## src/rtl/ysyx_23060208_ifu_fetch_pkg.sv

```systemverilog
// Shared definitions for the instruction-fetch initiator: FSM encoding,
// AXI-lite response code and the default boot address.
package ysyx_23060208_ifu_fetch_pkg;

  typedef enum logic [1:0] {
    ST_IDLE = 2'd0,
    ST_AR   = 2'd1,
    ST_R    = 2'd2,
    ST_HOLD = 2'd3
  } fetch_state_e;

  localparam logic [1:0]  RESP_OKAY        = 2'b00;
  localparam logic [31:0] DEFAULT_RESET_PC = 32'h8000_0000;

endpackage

```

## src/rtl/ysyx_23060208_ifu_fetch.sv

```systemverilog
// Instruction-fetch read initiator: one AR/R read per instruction, a one-entry
// instruction buffer toward the IDU, and redirect handling during in-flight reads.
module ysyx_23060208_ifu_fetch
  import ysyx_23060208_ifu_fetch_pkg::*;
#(
  parameter int                    DATA_WIDTH = 32,
  parameter logic [DATA_WIDTH-1:0] RESET_PC   = DATA_WIDTH'(DEFAULT_RESET_PC)
) (
  input  logic                  clk,
  input  logic                  rst,
  output logic [DATA_WIDTH-1:0] ifu_araddr,
  output logic                  ifu_arvalid,
  input  logic                  ifu_arready,
  input  logic [1:0]            ifu_rresp,
  input  logic                  ifu_rvalid,
  input  logic [DATA_WIDTH-1:0] ifu_rdata,
  output logic                  ifu_rready,
  output logic                  ifu_to_idu_valid,
  output logic [DATA_WIDTH-1:0] ifu_to_idu_inst,
  output logic [DATA_WIDTH-1:0] ifu_to_idu_pc,
  output logic                  ifu_to_idu_err,
  input  logic                  idu_allowin,
  input  logic                  exu_redirect_valid,
  input  logic [DATA_WIDTH-1:0] exu_redirect_pc
);

  fetch_state_e          state_q;
  logic [DATA_WIDTH-1:0] pc_q;
  logic [DATA_WIDTH-1:0] redirect_pc_q;
  logic [DATA_WIDTH-1:0] inst_q;
  logic                  flush_pending_q;
  logic                  err_q;
  logic                  arvalid_q;
  logic                  rready_q;

  logic [DATA_WIDTH-1:0] pc_plus4;
  logic                  flush_now;
  logic [DATA_WIDTH-1:0] flush_target;

  assign pc_plus4 = pc_q + DATA_WIDTH'(4);

  // A redirect arriving in the same cycle as the response is treated as the newest target.
  assign flush_now    = flush_pending_q | exu_redirect_valid;
  assign flush_target = exu_redirect_valid ? exu_redirect_pc : redirect_pc_q;

  always_ff @(posedge clk or negedge rst) begin
    if (!rst) begin
      state_q         <= ST_IDLE;
      pc_q            <= RESET_PC;
      redirect_pc_q   <= RESET_PC;
      inst_q          <= '0;
      flush_pending_q <= 1'b0;
      err_q           <= 1'b0;
      arvalid_q       <= 1'b0;
      rready_q        <= 1'b0;
    end else begin
      case (state_q)
        ST_IDLE: begin
          if (exu_redirect_valid) begin
            pc_q <= exu_redirect_pc;
          end
          state_q   <= ST_AR;
          arvalid_q <= 1'b1;
        end

        ST_AR: begin
          // The request stays on the bus; a redirect only marks its response for discard.
          if (exu_redirect_valid) begin
            redirect_pc_q   <= exu_redirect_pc;
            flush_pending_q <= 1'b1;
          end
          if (ifu_arready) begin
            state_q   <= ST_R;
            arvalid_q <= 1'b0;
            rready_q  <= 1'b1;
          end
        end

        ST_R: begin
          if (ifu_rvalid) begin
            rready_q <= 1'b0;
            if (flush_now) begin
              pc_q            <= flush_target;
              flush_pending_q <= 1'b0;
              state_q         <= ST_AR;
              arvalid_q       <= 1'b1;
            end else begin
              inst_q  <= ifu_rdata;
              err_q   <= (ifu_rresp != RESP_OKAY);
              state_q <= ST_HOLD;
            end
          end else if (exu_redirect_valid) begin
            redirect_pc_q   <= exu_redirect_pc;
            flush_pending_q <= 1'b1;
          end
        end

        ST_HOLD: begin
          if (exu_redirect_valid) begin
            pc_q      <= exu_redirect_pc;
            state_q   <= ST_AR;
            arvalid_q <= 1'b1;
          end else if (idu_allowin) begin
            pc_q      <= pc_plus4;
            state_q   <= ST_AR;
            arvalid_q <= 1'b1;
          end
        end

        default: begin
          state_q   <= ST_IDLE;
          arvalid_q <= 1'b0;
          rready_q  <= 1'b0;
        end
      endcase
    end
  end

  assign ifu_araddr       = pc_q;
  assign ifu_arvalid      = arvalid_q;
  assign ifu_rready       = rready_q;
  assign ifu_to_idu_valid = (state_q == ST_HOLD) & ~exu_redirect_valid;
  assign ifu_to_idu_inst  = inst_q;
  assign ifu_to_idu_pc    = pc_q;
  assign ifu_to_idu_err   = err_q;

endmodule

```

## config.mk

```make
export PLATFORM = sky130hd
export DESIGN_NAME = ysyx_23060208_ifu_fetch
export DESIGN_NICKNAME = d
export VERILOG_FILES = /design/src/rtl/ysyx_23060208_ifu_fetch_pkg.sv /design/src/rtl/ysyx_23060208_ifu_fetch.sv
export SDC_FILE = /design/constraint.sdc
export NUM_CORES = 1
export LEC_CHECK = 0
export BUFFER_PORTS_ARGS = -buffer_cell sky130_fd_sc_hd__buf_2
export CORE_UTILIZATION = 55
export CTS_CLUSTER_DIAMETER = 60
export DETAILED_ROUTE_END_ITERATION = 7
export GPL_ROUTABILITY_DRIVEN = 0
export MAX_ROUTING_LAYER = met4
export PLACE_DENSITY_LB_ADDON = 0.15
export SETUP_SLACK_MARGIN = 0.02
export SLEW_MARGIN = 5
export SYNTH_ARGS = -nofsm -noshare
export SYNTH_HDL_FRONTEND = slang
export SYNTH_SLANG_ARGS = --single-unit
```

## constraint.sdc

```tcl
create_clock -name clk -period 5.4 [get_ports clk]
set_clock_uncertainty 0.05 [all_clocks]
set_input_delay 1.08 -clock clk [delete_from_list [all_inputs] [get_ports clk]]
set_output_delay 1.08 -clock clk [all_outputs]
set_load 0.02 [all_outputs]
```

; ---- After elaboration in Yosys (flattened, before gate mapping)
; Cells that the tools add are included.
[op_classes]
add_sub_neg = 1
multipliers = 0
div_mod_pow = 0
n_lt_le_gt_ge = 0
n_eq_ne = 10
shifts = 0
muxes = 28
bitwise_logic = 4
reduce_logical = 11
[op_table]
columns = op, n
row1 = 32-bit 2-to-1 mux, 7
row2 = 32-bit case mux with 3 select lines, 1
row3 = 32-bit case mux with 2 select lines, 1
row4 = 32-bit by 3-bit adder with 32-bit output (second input constant), 1
row5 = 1-bit 2-to-1 mux, 10
row6 = 2-bit 2-to-1 mux, 5
row7 = 2-bit != test (second input constant), 5
row8 = 3-bit AND reduction, 3
row9 = 2-bit case mux with 4 select lines, 1
row10 = 3-bit != test (second input constant), 2
row11 = 5-bit AND reduction, 1
row12 = 2-bit equality test (second input constant), 2
row13 = 1-bit case mux with 2 select lines, 2
row14 = 1-bit case mux with 4 select lines, 1
row15 = 2-bit AND reduction, 2
row16 = 4-bit AND reduction, 1
row17 = 2-bit nonzero test, 2
row18 = 3-bit nonzero test, 1
row19 = 2-bit by 1-bit equality test with 1-bit output (second input constant), 1
row20 = 2-bit zero test, 1
row21 = 1-bit NOT, 2
row22 = 1-bit bitwise AND, 1
row23 = 1-bit OR, 1
[word_totals]
register_bits = 102
latchBits = 0
ram_bits = 0
rom_bits = 0
input_bits = 72
out_inout_bits = 100
memories = 0

; ---- Depth between registers and ports, before layout
[depth]
word_depth = 4
depth_mapped = 10
ltp_nobuf = 7

; ---- Worst setup path before layout
; OpenSTA, ideal clock, no wires.
[synth_path]
path_type = input -> output
start = input port exu_redirect_valid
end = output port ifu_to_idu_valid
t_arrival_ns = 1.977
required_ns = 4.270
slack_ns = 2.293
stages = 5
path_buffers = 3
cell_sequence = buf_2 nand2b_1 buf_2 inv_1 clkbuf_1
[synth_between]
elab_chain_len = 2
[synth_rtl]
columns = item, line_no
row1 = start: declaration, ysyx_23060208_ifu_fetch.sv:23  ; input logic exu_redirect_valid,
row2 = 1-bit NOT, ysyx_23060208_ifu_fetch.sv:122  ; assign ifu_to_idu_valid = (state_q == ST_HOLD) & ~exu_redirect_valid;
row3 = 1-bit bitwise AND, ysyx_23060208_ifu_fetch.sv:122
row4 = end: declaration, ysyx_23060208_ifu_fetch.sv:18  ; output logic ifu_to_idu_valid,
; No other way between the ends.

; ---- Final worst setup path
; Same ends and word-level chain as after synthesis.

==> run metrics <==
outcome finished, final reports clean; CP Capture Type output pin; CTS Hold Bufs 0; met2 Use GR 0.4071; vias per cell 5.807; Arr. time, crit path 2.40 ns; Post-Synthesis Cells 482; top cells by area, synth dfrtp_1 (48%), mux2_2 (14%), buf_4 (5.2%); layout cells sized above 1 0.4374; Distinct cells, synth 48; CTS Buf Count 9; fin util 0.6656; final setup vio count 0; deepest clock path buffer count 2; initial antenna violation count 0; Syn Std Cell Area around 5200 sq um; Largest stage delay, worst path 0.40 ns; io pins ~170; final hold violations 0; wire length per cell ~16 microns; Most Used Layer, Global Route met2; CTS tree yes; post-layout minimum cycle time approximately 3.5 ns; detailed placer's ending HPWL 8274 microns; crit path buf inv count 4; dpl cells 710; CTS clock-pin slew for the worst setup and hold paths around 0.10 ns; Synth Flop Type dfrtp_1; Synth Register Bits approximately 100; GRT overflow 0; GR Layer Usage met3 0.05060; Synth top area share 0.4796; Worst Path Required about 4.3 ns; Critical Path Start Type input port; # resized after CTS 0; final std cells w/o fill 726; Antenna Nets Post-Route 0; global-route wire length before repair between 15000 and 20000 microns; CTS sink cnt between 100 and 150; latest clock arrival within the worst-skew pair 0.36 ns; Relative slew margins 0.2660; Final period util 0.6530; Most common cell on crit path buf_2; Post-synth ARST share 1.000; Cell Rows 35; actual slew at the worst max-slew pin about 1.1 ns; Synth area leader dfrtp_1; DRC Markers 0; diode count 0; cells along the critical path buf_2 > nand2b_1 > buf_4 > inv_1 > buf_2; Buffers on Ports around 170; leakage ~3.1 nW; DR vias between 4000 and 5000; largest net degree at the start of global routing 66; Peak VDD IR 269.8 uV; Critical-path top delay cell buf_4; vias in the first global route just under 4000; Net count, final 688; met1 Usage GRT 0.3435; First-pass DRT Iterations 6; Setup Buffers After CTS 0; P per Cell Area about 570 nW/um^2; Die W approximately 99 microns; Avg Inst Size Synth between 10 and 15 sq um; CP Class input port to output pin; crit-path leading delay family buffers and inverters; Max Slew Vio Count 0; worst-path maximum fanout 45; max cap viols 0; RSZ-0062 raised after global routing no; commonest non-fill, non-tap cell in the layout buf_2; setup_tns 0 ns; post-synthesis sequential area ratio 0.4897; Placed Area between 5000 and 6000 sq um; total track usage 0.2581; Worst Hold Class register to register; Initial DRC Count between 200 and 300; Layout Area Growth over Synthesis 17.31%; H-tree levels 3; Design Area, Final 6121 sq um; syn_nets 560; CTS Root Cell clkbuf_8; Filler Cells Inserted ~740; Tot Pwr approximately 3.5 mW; commonest non-fill, non-tap cells in the layout buf_2 (170), dfrtp_1 (100), mux2_2 (64); die area approximately 9900 sq um; Initial Util 0.5673; Max Fclk around 0.28 GHz; Routed WL between 10000 and 15000 microns; Core ar. slightly above 9000 sq um; Die H 99.40 microns; Ys Warns 0; Post-synth EDFFs 0
## registers in the layout, summed over array words and instances (netlist names)
register,count
ifu_arvalid,1
state_q,2
ifu_to_idu_inst,32
ifu_to_idu_err,1
ifu_araddr,32
flush_pending_q,1
redirect_pc_q,32
ifu_rready,1
## cells in the mapped netlist, types with 8 or more instances
cell and number:
nand3_1 10, a21oi_1 20, dfrtp_1 100, a22o_1 8, inv_1 15, o21ai_0 46
clkbuf_1 11, a31oi_1 9, a22oi_1 13, buf_2 13, nand2_1 20, mux2_2 64
buf_4 36, nor2_1 27
## through the flow
step | worst slack [ns] | hold slack [ns]
floorplan | 2.293 | 0.4296
global placement | 1.934 | 0.4338
detailed placement | 1.897 | 0.4395
CTS | 1.896 | 0.4645
global route | 1.777 | 0.4773
finish | 1.874 | 0.4589
## layer usage
layer	vias to the layer above	wire length (microns)
li1	1989	-
met1	2059	5354
met2	151	5762
met3	17	669
met4	0	184
met5	-	0
## power by group
part	internal (mW)	leakage, nW	switching (mW)
combinational	0.602	1.71	0.931
clock	0.263	0.104	0.260
sequential	1.10	1.27	0.313
## logic make-up (layout without fill, tap and decap cells)
| family | count (synthesis) | in the layout | synth area share |
|---|---|---|---|
| compound gates | 130 | 130 | 0.1604 |
| mux | 68 | 68 | 0.1458 |
| flops | 102 | 102 | 0.4897 |
| buf+inv | 77 | 210 | 0.08585 |
| fa+ha+maj | 6 | 6 | 0.01439 |
| simple gates | 99 | 99 | 0.1038 |
## worst reg2reg max path, stage by stage (launching register included)
cell and delay [ns]:
dfrtp_1 0.45, inv_1 0.10, ha_1 0.42, o21ai_0 0.27
a21oi_4 0.88, mux2_2 0.43
## worst paths after layout
| kind | from | to | slack (ns) | cells past startpoint |
|---|---|---|---|---|
| hold / removal | ifu_to_idu_inst[28]$_DFFE_PN0P_ | ifu_to_idu_inst[28]$_DFFE_PN0P_ | 0.46 | 1 |
| setup / recovery | exu_redirect_valid | ifu_to_idu_valid | 1.87 | 5 |
| setup reg to reg | state_q[0]$_DFFE_PN0P_ | redirect_pc_q[30]$_DFFE_PN0P_ | 2.67 | 5 |
| max in group asynchronous | rst | ifu_to_idu_err$_DFFE_PN0P_ | 3.47 | 2 |
| hold reg to reg | ifu_to_idu_inst[28]$_DFFE_PN0P_ | ifu_to_idu_inst[28]$_DFFE_PN0P_ | 0.46 | 1 |
| min in group asynchronous | rst | ifu_arvalid$_DFFE_PN0P_ | 0.62 | 1 |
## area by class of cell
cell class | instances | area [sq um] | area share
clock buffers | 11 | 131.4 | 0.02146
well taps | 111 | 138.9 | 0.02269
clock inverters | 5 | 81.33 | 0.01329
inverters | 16 | 60.06 | 0.009812
repair buffers | 178 | 910.9 | 0.1488
flip-flops and latches | 102 | 2555 | 0.4174
multi-input cells | 303 | 2243 | 0.3665
Note: power is estimated with default switching activity, not from simulation.
